$ cat src/rtl/rgb_stream_writer_if.sv
// Video-in / RAM-write signal bundle for rgb_stream_writer.
// master = the writer block, slave = the video source plus RAM side.
interface rgb_stream_writer_if #(
  parameter int ADDR_W = 32
);
  logic [23:0]       rgb_data;
  logic              rgb_de;
  logic              rgb_vsync;
  logic [ADDR_W-1:0] write_addr;
  logic [15:0]       write_data;
  logic              write_enab;

  modport master (
    input  rgb_data, rgb_de, rgb_vsync,
    output write_addr, write_data, write_enab
  );

  modport slave (
    output rgb_data, rgb_de, rgb_vsync,
    input  write_addr, write_data, write_enab
  );
endinterface

$ cat src/rtl/rgb_stream_writer.sv
// RGB888 stream to RGB565 double-buffered framebuffer writer; banks swap only on clean frames.
// Optional discarded-frame counter on err_count when RGB_STREAM_ERRCNT_EN is defined.
module rgb_stream_writer #(
  parameter int IMG_W  = 80,
  parameter int IMG_H  = 48,
  parameter int ADDR_W = 32
) (
  input  logic                clk,
  input  logic                nrst,
  rgb_stream_writer_if.master bus,
  output logic                read_bank,
  output logic                frame_done,
  output logic                frame_err
`ifdef RGB_STREAM_ERRCNT_EN
  ,
  output logic [15:0]         err_count
`endif
);

  localparam int X_W       = $clog2(IMG_W + 1);
  localparam int Y_W       = $clog2(IMG_H + 1);
  localparam int FRAME_PIX = IMG_W * IMG_H;

  typedef enum logic [1:0] {
    SYNC_WAIT,
    ACTIVE,
    SKIP
  } state_t;

  // Input stage plus one history flop per strobe for edge detection.
  logic [23:0] r_rgb_data;
  logic        r_de;
  logic        r_vs;
  logic        r_de_d;
  logic        r_vs_d;

  // NOTE: registers are always assigned with <= so every flop samples pre-edge values in parallel.
  always_ff @(posedge clk or negedge nrst) begin
    if (!nrst) begin
      r_rgb_data <= '0;
      r_de       <= 1'b0;
      r_vs       <= 1'b0;
      r_de_d     <= 1'b0;
      r_vs_d     <= 1'b0;
    end else begin
      r_rgb_data <= bus.rgb_data;
      r_de       <= bus.rgb_de;
      r_vs       <= bus.rgb_vsync;
      r_de_d     <= r_de;
      r_vs_d     <= r_vs;
    end
  end

  state_t         r_state;
  logic [X_W-1:0] r_x;
  logic [Y_W-1:0] r_y;
  logic           r_frame_bad;
  logic           r_wbank;

  logic              w_vs_rise;
  logic              w_de_fall;
  logic              w_line_end;
  logic [Y_W-1:0]    w_y_inc;
  logic [Y_W-1:0]    w_close_y;
  logic              w_close_bad;
  logic              w_close_good;
  logic [ADDR_W-1:0] w_pix_addr;
  logic [15:0]       w_rgb565;

  assign w_vs_rise  = r_vs & ~r_vs_d;
  assign w_de_fall  = r_de_d & ~r_de;
  assign w_line_end = w_de_fall && (r_state == ACTIVE);
  assign w_y_inc    = r_y + Y_W'(1);

  // A line ending in the same cycle as vsync is counted before the frame is judged.
  assign w_close_y    = w_line_end ? w_y_inc : r_y;
  assign w_close_bad  = r_frame_bad | (w_line_end & (r_x != X_W'(IMG_W)));
  assign w_close_good = (w_close_y == Y_W'(IMG_H)) & ~w_close_bad;

  assign w_pix_addr = (r_wbank ? ADDR_W'(FRAME_PIX) : '0)
                    + ADDR_W'(r_y) * ADDR_W'(IMG_W)
                    + ADDR_W'(r_x);
  assign w_rgb565   = {r_rgb_data[23:19], r_rgb_data[15:10], r_rgb_data[7:3]};

  always_ff @(posedge clk or negedge nrst) begin
    if (!nrst) begin
      r_state        <= SYNC_WAIT;
      r_x            <= '0;
      r_y            <= '0;
      r_frame_bad    <= 1'b0;
      r_wbank        <= 1'b1;
      read_bank      <= 1'b0;
      frame_done     <= 1'b0;
      frame_err      <= 1'b0;
      bus.write_enab <= 1'b0;
      bus.write_addr <= '0;
      bus.write_data <= '0;
    end else begin
      bus.write_enab <= 1'b0;
      frame_done     <= 1'b0;
      frame_err      <= 1'b0;

      unique case (r_state)
        SYNC_WAIT: begin
          if (w_vs_rise) begin
            r_state     <= ACTIVE;
            r_x         <= '0;
            r_y         <= '0;
            r_frame_bad <= 1'b0;
          end
        end

        ACTIVE, SKIP: begin
          if (w_vs_rise) begin
            // vsync outranks a coincident pixel: it is dropped without marking the frame.
            if (w_close_good) begin
              r_wbank    <= ~r_wbank;
              read_bank  <= r_wbank;
              frame_done <= 1'b1;
            end else begin
              frame_err  <= 1'b1;
            end
            r_state     <= ACTIVE;
            r_x         <= '0;
            r_y         <= '0;
            r_frame_bad <= 1'b0;
          end else if (r_state == SKIP) begin
            if (r_de) r_frame_bad <= 1'b1;
          end else if (r_de) begin
            if (r_x < X_W'(IMG_W)) begin
              bus.write_enab <= 1'b1;
              bus.write_addr <= w_pix_addr;
              bus.write_data <= w_rgb565;
              r_x            <= r_x + X_W'(1);
            end else begin
              r_frame_bad    <= 1'b1;
            end
          end else if (w_line_end) begin
            r_x         <= '0;
            r_y         <= w_y_inc;
            r_frame_bad <= w_close_bad;
            if (w_y_inc == Y_W'(IMG_H)) r_state <= SKIP;
          end
        end

        default: r_state <= SYNC_WAIT;
      endcase
    end
  end

`ifdef RGB_STREAM_ERRCNT_EN
  logic w_close_err;

  assign w_close_err = (r_state != SYNC_WAIT) && w_vs_rise && !w_close_good;

  always_ff @(posedge clk or negedge nrst) begin
    if (!nrst) begin
      err_count <= '0;
    end else if (w_close_err && (err_count != 16'hFFFF)) begin
      err_count <= err_count + 16'd1;
    end
  end
`endif

endmodule

$ cat src/flat_wrapper.sv
// flat-port wrapper written by rule: the top's interface ports become plain ports
module rgb_stream_writer_flat 
#(
  parameter int IMG_W  = 80,
  parameter int IMG_H  = 48,
  parameter int ADDR_W = 32
)
  (clk, nrst, read_bank, frame_done, frame_err, bus_rgb_data, bus_rgb_de, bus_rgb_vsync, bus_write_addr, bus_write_data, bus_write_enab);
  rgb_stream_writer_if #(.ADDR_W(ADDR_W)) bus_i ();
  input  logic clk;
  input  logic nrst;
  output logic read_bank;
  output logic frame_done;
  output logic frame_err;
  input wire logic [$bits(bus_i.rgb_data)-1:0] bus_rgb_data;
  input wire logic [$bits(bus_i.rgb_de)-1:0] bus_rgb_de;
  input wire logic [$bits(bus_i.rgb_vsync)-1:0] bus_rgb_vsync;
  output wire logic [$bits(bus_i.write_addr)-1:0] bus_write_addr;
  output wire logic [$bits(bus_i.write_data)-1:0] bus_write_data;
  output wire logic [$bits(bus_i.write_enab)-1:0] bus_write_enab;
  assign bus_i.rgb_data = bus_rgb_data;
  assign bus_i.rgb_de = bus_rgb_de;
  assign bus_i.rgb_vsync = bus_rgb_vsync;
  assign bus_write_addr = bus_i.write_addr;
  assign bus_write_data = bus_i.write_data;
  assign bus_write_enab = bus_i.write_enab;
  rgb_stream_writer #(.IMG_W(IMG_W), .IMG_H(IMG_H), .ADDR_W(ADDR_W)) u_core (.clk(clk), .nrst(nrst), .bus(bus_i), .read_bank(read_bank), .frame_done(frame_done), .frame_err(frame_err));
endmodule
$ cat config.mk
export PLATFORM = sky130hd
export DESIGN_NAME = rgb_stream_writer_flat
export DESIGN_NICKNAME = d
export VERILOG_FILES = /design/src/rtl/rgb_stream_writer_if.sv /design/src/rtl/rgb_stream_writer.sv /design/src/flat_wrapper.sv
export SDC_FILE = /design/constraint.sdc
export NUM_CORES = 1
export LEC_CHECK = 0
export ABC_AREA = 1
export CORE_UTILIZATION = 40
export DETAILED_ROUTE_END_ITERATION = 7
export PLACE_DENSITY = 0.66
export SLEW_MARGIN = 20
export SYNTH_ARGS = -nofsm -noshare
export SYNTH_HDL_FRONTEND = slang
export SYNTH_SLANG_ARGS = --single-unit
$ cat constraint.sdc
create_clock -name clk -period 3.3 [get_ports clk]
set_input_delay 0.66 -clock clk [delete_from_list [all_inputs] [get_ports clk]]
set_output_delay 0.66 -clock clk [all_outputs]
set_load 0.01 [all_outputs]
==> results of run 1 <==
## metrics by stage
stage / power, mW / cell area, um2 / utilization (%) / worst slack (ns)
global placement: 2.558 / 4220 / 48.16 / 0.4672
CTS: 3.223 / 4394 / 50.14 / 0.3876
finish: 3.192 / 4394 / 50.14 / 0.3913
detailed placement: 2.587 / 4220 / 48.16 / 0.4125
floorplan: 2.104 / 3714 / - / 0.6754
global route: 3.430 / 4394 / 50.14 / 0.2015
## power breakdown
group          internal (mW)  switching, mW
registers               1.07          0.138
logic                  0.592          0.763
clock network          0.277          0.352
total                   1.94           1.25
## cell usage after synthesis, types with 2 or more instances
library cell,n
nand2_1,118
o21bai_1,2
o21ai_1,5
clkbuf_1,2
nor3_1,4
inv_1,41
o21ai_0,13
nand3_1,24
nand4_1,8
nand3_2,2
nor2_1,10
o21ai_2,3
o22ai_1,6
ha_1,23
buf_2,4
a21boi_1,2
buf_4,19
xnor2_1,4
nor2_4,4
fa_1,2
xor2_1,6
nor3b_1,2
a21oi_1,11
dfrtp_1,70
nand2_2,6
## path summary, 6_finish.rpt
| path | depth (start not counted) | to | from | slack, ns |
|---|---|---|---|---|
| max | 12 | u_core.bus.write_addr[12]$_DFFE_PN0P_ | u_core.r_y[1]$_DFFE_PN0P_ | 0.39 |
| min | 1 | u_core.r_rgb_data[4]$_DFF_PN0_ | nrst | 0.37 |
| min in group clk | 0 | u_core.r_vs_d$_DFF_PN0_ | u_core.r_vs$_DFF_PN0_ | 0.40 |
| max reg2reg | 12 | u_core.bus.write_addr[12]$_DFFE_PN0P_ | u_core.r_y[1]$_DFFE_PN0P_ | 0.39 |
| min reg2reg | 0 | u_core.r_vs_d$_DFF_PN0_ | u_core.r_vs$_DFF_PN0_ | 0.40 |
| max in group asynchronous | 2 | u_core.r_wbank$_DFFE_PN1P_ | nrst | 2.20 |
## flip-flops by register name (all words and copies together), names as in the netlist
name / cells
u_core.bus.write_addr: 14
u_core.bus.write_data: 16
u_core.bus.write_enab: 1
u_core.frame_done: 1
u_core.frame_err: 1
u_core.r_de: 1
u_core.r_de_d: 1
u_core.r_frame_bad: 1
u_core.r_rgb_data: 16
u_core.r_state: 2
u_core.r_vs: 1
u_core.r_vs_d: 1
u_core.r_wbank: 1
u_core.r_x: 7
u_core.r_y: 6
u_core.read_bank: 1
## critical path: stages (launching register included)
cell	delay [ns]
dfrtp_1	0.45
ha_1	0.32
ha_1	0.23
fa_1	0.41
a21oi_1	0.14
o21ai_0	0.11
xor2_1	0.17
ha_1	0.38
a21oi_1	0.20
o211ai_1	0.13
xnor2_1	0.14
nand2_1	0.06
nand2_1	0.06
## area by class of cell
class	instances	area share (%)
multi-input combinational	282	36.19
sequential	71	40.46
clock buffer	10	2.904
tap	108	3.075
inverter	43	3.730
timing repair buffer	55	12.59
clock inverter	6	1.054
## layer usage
layer | share of wire [%] | wire, um | vias to the layer above
li1 | - | - | 1383
met1 | 45 | 3290 | 1333
met2 | 50 | 3599 | 68
met3 | 3.4 | 250 | 9
met4 | 1.5 | 112 | 0
met5 | 0 | 0 | -
## cell families (layout without fill, tap and decap cells)
| group | count (synthesis) | after routing | synth area share (%) |
|---|---|---|---|
| compound gates | 47 | 47 | 7.611 |
| xor+xnor | 10 | 10 | 2.400 |
| fa+ha+maj | 25 | 25 | 8.982 |
| buf+inv | 69 | 114 | 9.462 |
| flops | 71 | 71 | 48.71 |
| other cells | 1 | 18 | 0.1027 |
| simple gates | 182 | 182 | 22.73 |
==> out/results.tsv, run 1 <==
stage	metric	value	unit
status	status	finished, final reports clean	
floorplan	die area	9510	um2
place	Port Buffers	53	
yosys	Post-Syn Area	3650	um2
yosys	ys flop type	dfrtp_1	
timing	clock skew	0.009707	ns
place	Placed Cells	559	
final_layout	sequential standard cell area	1778	um2
timing	endpoints failing hold	0	
yosys	Mean Syn Cell Area	9.012	um2
final_layout	most frequent cells in the layout	nand2_1 (118), dfrtp_1 (70), clkdlybuf4s50_1 (52)	
clock_network	clk buf depth	2	
pwr	Worst VDD drop	0.0003381	V
clock_network	CTS H-tree lvls	3	
yosys	Synth top area share	47.99	%
clock_network	clock sink count	71	
floorplan	Initial Utilization	41.65	%
yosys	Seq/Total Area, Yosys	48.71	%
global_routing	largest net degree at the start of global routing	41	
yosys	Yosys top cell by area	dfrtp_1	
final_layout	share of cells above drive strength 1	8.779	%
final_layout	multi-input logic area	1590	um2
min_path	Hold Crit Class	in -> async	
worst_setup_path	Worst Path Required	3.54	ns
run	Max Cap Viol	0	
detailed_routing	post-route ant nets	0	
final_layout	number of fill cells in the layout	839	
detailed_routing	DRT Pass-1 Iters	4	
clock_network	CTS tree	built	
detailed_routing	Avg WL per Cell	12.61	um
clock_network	CTS resizes	0	
global_routing	GRT met2 Usage	26.95	%
global_routing	grt ovf	0	
worst_setup_path	crit path max fanout	6	
worst_setup_path	crit path launch type	flop	
timing	fin crit period	2.909	ns
timing	Worst-Margin Slew	0.7238	ns
detailed_routing	DRC Markers	0	
global_routing	first-pass GRT wire length	12.75	mm
floorplan	Die Ht	97.52	um
worst_setup_path	Critical Path End Type	flop	
timing	RSZ-0062 raised after global routing	no	
global_routing	grt peak-use layer	met2	
yosys	Yosys warnings	0	
clock_network	clk_lat worst skew	0.34	ns
clock_network	# Post-CTS Setup Buffers	0	
pwr	P_leak	2.211	nW
global_routing	GRT Overall Usage	16.57	%
clock_network	TritonCTS buffer count	9	
yosys	Yosys cell types	39	
final_layout	area growth from synthesis to layout	20.40	%
global_routing	initial antenna violation count	0	
worst_setup_path	kind of critical path	reg -> reg	
pwr	PwrDens	726.3	nW/um2
detailed_routing	final WL	7.253	mm
timing	Max Freq	343.8	MHz
floorplan	Die X	97.52	um
timing	final worst-path cycle share	88.14	%
yosys	register bit total from synthesis	71	
timing	final max-slew violation count	0	
detailed_routing	drt initial violations	101	
place	GP Congestion	0.8899	
final_layout	ANT cells	0	
timing	Slew headroom	51.74	%
final_layout	final cell count without fillers	575	
worst_setup_path	Arrival @ worst endpoint	3.15	ns
clock_network	Clock Tree Root	clkbuf_8	
timing	hold slack	0.3679	ns
global_routing	vias in the first global route	2784	
yosys	Post-synth EDFFs	0	
detailed_routing	via count	2793	
clock_network	CTS clk-pin slew, worst paths	0.08	ns
timing	Final setup viols	0	
final_layout	commonest non-fill, non-tap cell in the layout	nand2_1	
clock_network	# hold bufs at CTS	0	
place	HPWL after DPL	5.125	mm
timing	Total Neg Setup Slack	0	ns
floorplan	Top Ports	80	
yosys	FFs w/ async S/R, synth	100.0	%
floorplan	# rows	34	
yosys	ranking of synthesized cells by area	dfrtp_1 (48%), nand2_1 (12%), ha_1 (7.9%), inv_1 (4.2%), buf_4 (3.9%)	
detailed_routing	Avg Vias per Cell	4.857	
yosys	synthesized instance count	405	
global_routing	met1 Track Usage GR	21.35	%
global_routing	met3 global-route usage	3.813	%
floorplan	CORE AREA	8763	um2
final_layout	fin nets	515	
No activity file was read; power rests on OpenSTA's default activity.
==> run 2, diff against run 1 <==
--- a/config.mk
+++ b/config.mk
@@ -9,6 +9,7 @@
 export CORE_UTILIZATION = 40
 export DETAILED_ROUTE_END_ITERATION = 7
 export PLACE_DENSITY = 0.66
+export SETUP_SLACK_MARGIN = 0.5
 export SLEW_MARGIN = 20
 export SYNTH_ARGS = -nofsm -noshare
 export SYNTH_HDL_FRONTEND = slang
==> out/results.tsv, run 2 (synthesized netlist as in run 1, its figures left out) <==
stage	metric	value	unit	change
status	status	finished, final reports clean		unchanged
worst_setup_path	R2R Setup Slk	0.62	ns	was 0.39 ns
worst_setup_path	Worst path slowest cell	dfrtp_2		was dfrtp_1
place	HPWL after DPL	5.125	mm	unchanged
worst_setup_path	cells along the critical path	ha_1 > ha_4 > fa_2 > a21oi_2 > o21ai_1 > xor2_1 > ha_2 > nand4_1 > o211ai_1 > xnor2_1 > nand2_1 > nand2_1		was ha_1 > ha_1 > fa_1 > a21oi_1 > o21ai_0 > xor2_1 > ha_1 > a21oi_1 > o211ai_1 > xnor2_1 > nand2_1 > nand2_1
worst_setup_path	Critical Path End Type	flop		unchanged
final_layout	final cell count without fillers	581		was 575
worst_setup_path	max incr delay on CP	0.44	ns	was 0.45 ns
pwr	P_leak	2.222	nW	was 2.211 nW
timing	final max-slew violation count	0		unchanged
global_routing	vias in the first global route	2784		unchanged
clock_network	CTS tree	built		unchanged
worst_setup_path	crit path launch type	flop		unchanged
timing	endpoints failing hold	0		unchanged
timing	Final setup viols	0		unchanged
worst_setup_path	kind of critical path	reg -> reg		unchanged
global_routing	grt peak-use layer	met2		unchanged
final_layout	Regs by FF count	u_core.bus.write_data x16, u_core.r_rgb_data x16, u_core.bus.write_addr x14		unchanged
worst_setup_path	worst r2r path cells	12		unchanged
clock_network	clk_lat worst skew	0.35	ns	was 0.34 ns
timing	Max Freq	373.0	MHz	was 343.8 MHz
final_layout	most frequent cells in the layout	nand2_1 (118), dfrtp_1 (66), clkdlybuf4s50_1 (52)		was nand2_1 (118), dfrtp_1 (70), clkdlybuf4s50_1 (52)
global_routing	grt ovf	0		unchanged
detailed_routing	final WL	7.499	mm	was 7.253 mm
timing	clock skew	0.01173	ns	was 0.009707 ns
detailed_routing	Avg WL per Cell	12.91	um	was 12.61 um
floorplan	Initial Utilization	41.65	%	unchanged
final_layout	commonest non-fill, non-tap cell in the layout	nand2_1		unchanged
clock_network	CTS H-tree lvls	3		unchanged
timing	fin crit period	2.681	ns	was 2.909 ns
clock_network	Clock Tree Root	clkbuf_8		unchanged
floorplan	Top Ports	80		unchanged
place	Setup WS pre-CTS	0.4125	ns	unchanged
worst_setup_path	Worst Path Required	3.59	ns	was 3.54 ns
final_layout	share of cells above drive strength 1	12.90	%	was 8.779%
global_routing	GRT Overall Usage	16.69	%	was 16.57%
floorplan	CORE AREA	8763	um2	unchanged
final_layout	fin nets	521		was 515
global_routing	largest net degree at the start of global routing	41		unchanged
final_layout	ANT cells	0		unchanged
timing	final worst-path cycle share	81.25	%	was 88.14%
floorplan	# rows	34		unchanged
global_routing	met1 Track Usage GR	21.58	%	was 21.35%
clock_network	TritonCTS buffer count	9		unchanged
place	Placed Cells	559		unchanged
detailed_routing	DRT Pass-1 Iters	4		unchanged
pwr	Worst VDD drop	0.0003386	V	was 0.0003381 V
global_routing	first-pass GRT wire length	12.83	mm	was 12.75 mm
clock_network	clk buf depth	2		unchanged
worst_setup_path	Critical R2R Launch	u_core.r_y[0]$_DFFE_PN0P_		was u_core.r_y[1]$_DFFE_PN0P_
global_routing	met3 global-route usage	3.741	%	was 3.813%
detailed_routing	post-route ant nets	0		unchanged
global_routing	initial antenna violation count	0		unchanged
timing	RSZ-0062 raised after global routing	yes		was no
detailed_routing	drt initial violations	125		was 101
global_routing	GRT met2 Usage	27.11	%	was 26.95%
clock_network	CTS clk-pin slew, worst paths	0.09	ns	was 0.08 ns
final_layout	number of fill cells in the layout	823		was 839
worst_setup_path	crit path max fanout	5		was 6
worst_setup_path	Worst Path Buf+Inv	0		unchanged
pwr	PwrDens	726.3	nW/um2	about the same
worst_setup_path	reg2reg end	u_core.bus.write_addr[12]$_DFFE_PN0P_		unchanged
detailed_routing	via count	2840		was 2793
min_path	Hold Crit Class	in -> async		unchanged
final_layout	area growth from synthesis to layout	23.59	%	was 20.40%
detailed_routing	DRC Markers	0		unchanged
timing	hold slack	0.3641	ns	was 0.3679 ns
timing	Slew headroom	51.67	%	was 51.74%
run	Max Cap Viol	0		unchanged
place	GP Congestion	0.8899		unchanged
clock_network	clock sink count	71		unchanged
clock_network	# hold bufs at CTS	0		unchanged
place	Port Buffers	53		unchanged
detailed_routing	Avg Vias per Cell	4.888		was 4.857
floorplan	Die X	97.52	um	unchanged
worst_setup_path	crit-path leading delay family	adder cells		unchanged
timing	Worst-Margin Slew	0.7249	ns	was 0.7238 ns
floorplan	Die Ht	97.52	um	unchanged
timing	Total Neg Setup Slack	0	ns	unchanged
worst_setup_path	most frequent CP cell	nand2_1		was ha_1
timing	final worst setup slack	0.6188	ns	was 0.3913 ns
floorplan	die area	9510	um2	unchanged
worst_setup_path	Arrival @ worst endpoint	2.97	ns	was 3.15 ns
==> run 2: stage by stage <==
stage                     util (%)  total power [mW]  cell area [um2]
after detailed placement     48.16             2.587             4220
after floorplan                  -             2.104             3714
after CTS                    50.37             3.235             4414
final                        51.47             3.276             4511
after global placement       48.16             2.558             4220
after global routing         51.47             3.509             4511
==> run 2: what timing repair did <==
action | CTS | global route
pin swaps | 2 | 6
gates resized for setup | 3 | 13
setup buffers | 2 | 4
endpoints found under the setup margin | 1 | 3
==> run 2: final cells by class <==
| class | instances | area [um2] | share of cell area [%] |
|---|---|---|---|
| inverters | 43 | 163.9 | 3.634 |
| clock buffers | 10 | 127.6 | 2.829 |
| flip-flops and latches | 71 | 1783 | 39.53 |
| well taps | 108 | 135.1 | 2.996 |
| multi-input cells | 282 | 1657 | 36.73 |
| clock inverters | 6 | 46.29 | 1.026 |
| repair buffers | 61 | 598.1 | 13.26 |
==> run 2: power breakdown <==
group	internal (mW)	leakage (nW)	switching, mW	total [mW]
sequential	1.07	0.902	0.129	1.20
clock	0.277	0.0829	0.353	0.630
combinational	0.641	1.24	0.803	1.44
==> run 2: how the worst max path moves through the flow <==
stage | from | end | slack [ns] | depth (start not counted)
after detailed placement | u_core.r_y[3]$_DFFE_PN0P_ | u_core.bus.write_addr[12]$_DFFE_PN0P_ | 0.41 | 12
after CTS | u_core.r_y[1]$_DFFE_PN0P_ | u_core.bus.write_addr[12]$_DFFE_PN0P_ | 0.55 | 12
after floorplan | u_core.r_y[1]$_DFFE_PN0P_ | u_core.bus.write_addr[12]$_DFFE_PN0P_ | 0.68 | 12
after global placement | u_core.r_y[3]$_DFFE_PN0P_ | u_core.bus.write_addr[12]$_DFFE_PN0P_ | 0.47 | 12
final | u_core.r_y[0]$_DFFE_PN0P_ | u_core.bus.write_addr[12]$_DFFE_PN0P_ | 0.62 | 12
after global routing | u_core.r_y[0]$_DFFE_PN0P_ | u_core.bus.write_addr[12]$_DFFE_PN0P_ | 0.47 | 12
==> run 2: routing by layer <==
layer,wire (um),up-vias
met2,3720,77
met5,0,-
met4,129,0
li1,-,1391
met3,278,14
met1,3370,1358
==> run 2: worst register-to-register path, delay by kind of cell (launching register included) <==
family          cells  cell delay [ns]
flops               1             0.44
fa+ha+maj           4             1.16
simple gates        3             0.26
compound gates      3             0.45
xor+xnor            2             0.30
==> run 3, diff against run 2 <==
==> constraint.sdc (replaced) <==
create_clock -name clk -period 2.7 [get_ports clk]
set_input_delay 0.54 -clock clk [delete_from_list [all_inputs] [get_ports clk]]
set_output_delay 0.54 -clock clk [all_outputs]
set_load 0.01 [all_outputs]
==> out/results.tsv, run 3 (synthesized netlist as in run 1, its figures left out) <==
stage	metric	value	unit	change
worst_setup_path	worst r2r path cells	12		unchanged
global_routing	vias in the first global route	2808		was 2784
global_routing	grt peak-use layer	met2		unchanged
detailed_routing	DRC Markers	0		unchanged
clock_network	clk_lat worst skew	0.34	ns	was 0.35 ns
global_routing	met1 Track Usage GR	21.52	%	was 21.58%
worst_setup_path	Critical R2R Launch	u_core.r_y[3]$_DFFE_PN0P_		was u_core.r_y[0]$_DFFE_PN0P_
place	Port Buffers	53		unchanged
worst_setup_path	Critical Path End Type	flop		unchanged
global_routing	initial antenna violation count	0		unchanged
clock_network	clk buf depth	2		unchanged
worst_setup_path	crit path launch type	flop		unchanged
floorplan	die area	9510	um2	unchanged
final_layout	Final Util	52.00	%	was 51.47%
detailed_routing	final WL	7.356	mm	was 7.499 mm
final_layout	number of fill cells in the layout	798		was 823
pwr	P_leak	2.266	nW	was 2.222 nW
final_layout	share of cells above drive strength 1	13.03	%	was 12.90%
clock_network	CTS H-tree lvls	3		unchanged
floorplan	Top Ports	80		unchanged
clock_network	CTS clk-pin slew, worst paths	0.08	ns	was 0.09 ns
timing	final max-slew violation count	0		unchanged
clock_network	clock sink count	71		unchanged
timing	final worst-path cycle share	94.53	%	was 81.25%
detailed_routing	Avg Vias per Cell	4.752		was 4.888
timing	Final setup viols	0		unchanged
global_routing	GRT Overall Usage	16.97	%	was 16.69%
clock_network	Clock Tree Root	clkbuf_8		unchanged
timing	Worst-Margin Slew	0.7033	ns	was 0.7249 ns
timing	Max Freq	391.8	MHz	was 373.0 MHz
pwr	Worst VDD drop	0.0003957	V	was 0.0003386 V
place	HPWL after DPL	5.170	mm	was 5.125 mm
final_layout	Regs by FF count	u_core.bus.write_data x16, u_core.r_rgb_data x16, u_core.bus.write_addr x14		unchanged
worst_setup_path	R2R Setup Slk	0.15	ns	was 0.62 ns
status	status	finished, final reports clean		unchanged
worst_setup_path	reg2reg end	u_core.bus.write_addr[12]$_DFFE_PN0P_		unchanged
worst_setup_path	kind of critical path	reg -> reg		unchanged
run	Max Cap Viol	0		unchanged
clock_network	CTS tree	built		unchanged
min_path	Hold Crit Class	in -> async		unchanged
timing	Slew headroom	53.06	%	was 51.67%
detailed_routing	Avg WL per Cell	12.60	um	was 12.91 um
global_routing	GRT met2 Usage	28.08	%	was 27.11%
pwr	PwrDens	906.3	nW/um2	was 726.3 nW/um2
clock_network	# hold bufs at CTS	0		unchanged
worst_setup_path	Worst Path Required	2.99	ns	was 3.59 ns
detailed_routing	DRT Pass-1 Iters	4		unchanged
floorplan	Die X	97.52	um	unchanged
final_layout	fin nets	525		was 521
floorplan	Initial Utilization	41.65	%	unchanged
floorplan	Die Ht	97.52	um	unchanged
floorplan	CORE AREA	8763	um2	unchanged
timing	Total Neg Setup Slack	0	ns	unchanged
detailed_routing	post-route ant nets	0		unchanged
global_routing	largest net degree at the start of global routing	72		was 41
global_routing	grt ovf	0		unchanged
worst_setup_path	crit path max fanout	4		was 5
timing	clock skew	0.009536	ns	was 0.01173 ns
floorplan	# rows	34		unchanged
detailed_routing	drt initial violations	164		was 125
clock_network	TritonCTS buffer count	9		unchanged
final_layout	most frequent cells in the layout	nand2_1 (118), dfrtp_1 (70), clkdlybuf4s50_1 (52)		was nand2_1 (118), dfrtp_1 (66), clkdlybuf4s50_1 (52)
final_layout	ANT cells	0		unchanged
timing	endpoints failing hold	0		unchanged
timing	fin crit period	2.552	ns	was 2.681 ns
place	GP Congestion	0.8899		unchanged
global_routing	first-pass GRT wire length	12.97	mm	was 12.83 mm
worst_setup_path	Arrival @ worst endpoint	2.84	ns	was 2.97 ns
detailed_routing	via count	2775		was 2840
pwr	Tot Pwr	4.130	mW	was 3.276 mW
final_layout	commonest non-fill, non-tap cell in the layout	nand2_1		unchanged
timing	RSZ-0062 raised after global routing	yes		unchanged
final_layout	area growth from synthesis to layout	24.85	%	was 23.59%
global_routing	met3 global-route usage	2.950	%	was 3.741%
[run 3: changes by cell type in the layout (fill, tap and decap cells not counted), moves of 2 or more]
cell / change
o21ai_1: +2
dfrtp_2: -4
clkinvlp_4: -2
dfrtp_1: +4
o21ai_0: -2
buf_4: +4
[run 3: worst max-delay path, cell delays in order (launching register included)]
cell and delay (ns):
dfrtp_1 0.38, ha_1 0.29, ha_2 0.19, fa_2 0.35, a21oi_2 0.12, o21ai_1 0.07, xor2_1 0.15, ha_1 0.34
nand4_1 0.10, o211ai_1 0.20, xnor2_1 0.15, nand2_1 0.07, nand2_1 0.08
[run 3: layout make-up]
cell class              count  area [um2]  area share, %
flip-flops and latches     71        1778          39.02
multi-input cells         282        1657          36.35
repair buffers             65       628.1          13.78
inverters                  43       163.9          3.597
clock buffers              10       137.6          3.020
well taps                 108       135.1          2.965
clock inverters             5       57.56          1.263
[run 3: what timing repair did]
item | 4_1_cts | 5_1_grt
endpoints found under the setup margin | 5 | 5
pin swaps | 6 | 4
setup buffers | 3 | 2
endpoints found under the hold margin | 0 | 0
gates resized for setup | 5 | 0
gates cloned | 0 | 0
[run 3: routing by layer]
metal / part of all wire (%) / wire [um] / vias up
li1: - / - / 1402
met1: 46 / 3353 / 1303
met2: 50 / 3669 / 65
met3: 3.4 / 253 / 5
met4: 1.1 / 79 / 0
met5: 0 / 0 / -
[run 3: report_power, final]
group	total (mW)	internal [mW]	leakage, nW	switching, mW
clock network	0.851	0.449	0.103	0.402
logic	1.82	0.817	1.25	1.00
registers	1.46	1.31	0.909	0.151
[run 3: per-stage QoR]
step           std cells  hold WS, ns  setup slack (ns)  area [um2]
5_1_grt              584       0.2178           0.02002        4557
4_1_cts              582       0.2054            0.1284        4542
2_1_floorplan        422       0.2444            0.1889        3747
3_5_place_dp         564       0.3835           0.09272        4292
3_3_place_gp         564       0.3790            0.1088        4292
6_report             584       0.1940            0.1476        4557
[run 3: worst max-delay path by stage]
stage,cells past startpoint,startpoint,slack [ns],endpoint
finish,12,u_core.r_y[3]$_DFFE_PN0P_,0.15,u_core.bus.write_addr[12]$_DFFE_PN0P_
global route,12,u_core.r_y[3]$_DFFE_PN0P_,0.02,u_core.bus.write_addr[12]$_DFFE_PN0P_
CTS,12,u_core.r_y[3]$_DFFE_PN0P_,0.13,u_core.bus.write_addr[12]$_DFFE_PN0P_
detailed placement,12,u_core.r_y[3]$_DFFE_PN0P_,0.09,u_core.bus.write_addr[12]$_DFFE_PN0P_
global placement,12,u_core.r_y[3]$_DFFE_PN0P_,0.11,u_core.bus.write_addr[12]$_DFFE_PN0P_
floorplan,12,u_core.r_y[3]$_DFFE_PN0P_,0.19,u_core.bus.write_addr[12]$_DFFE_PN0P_
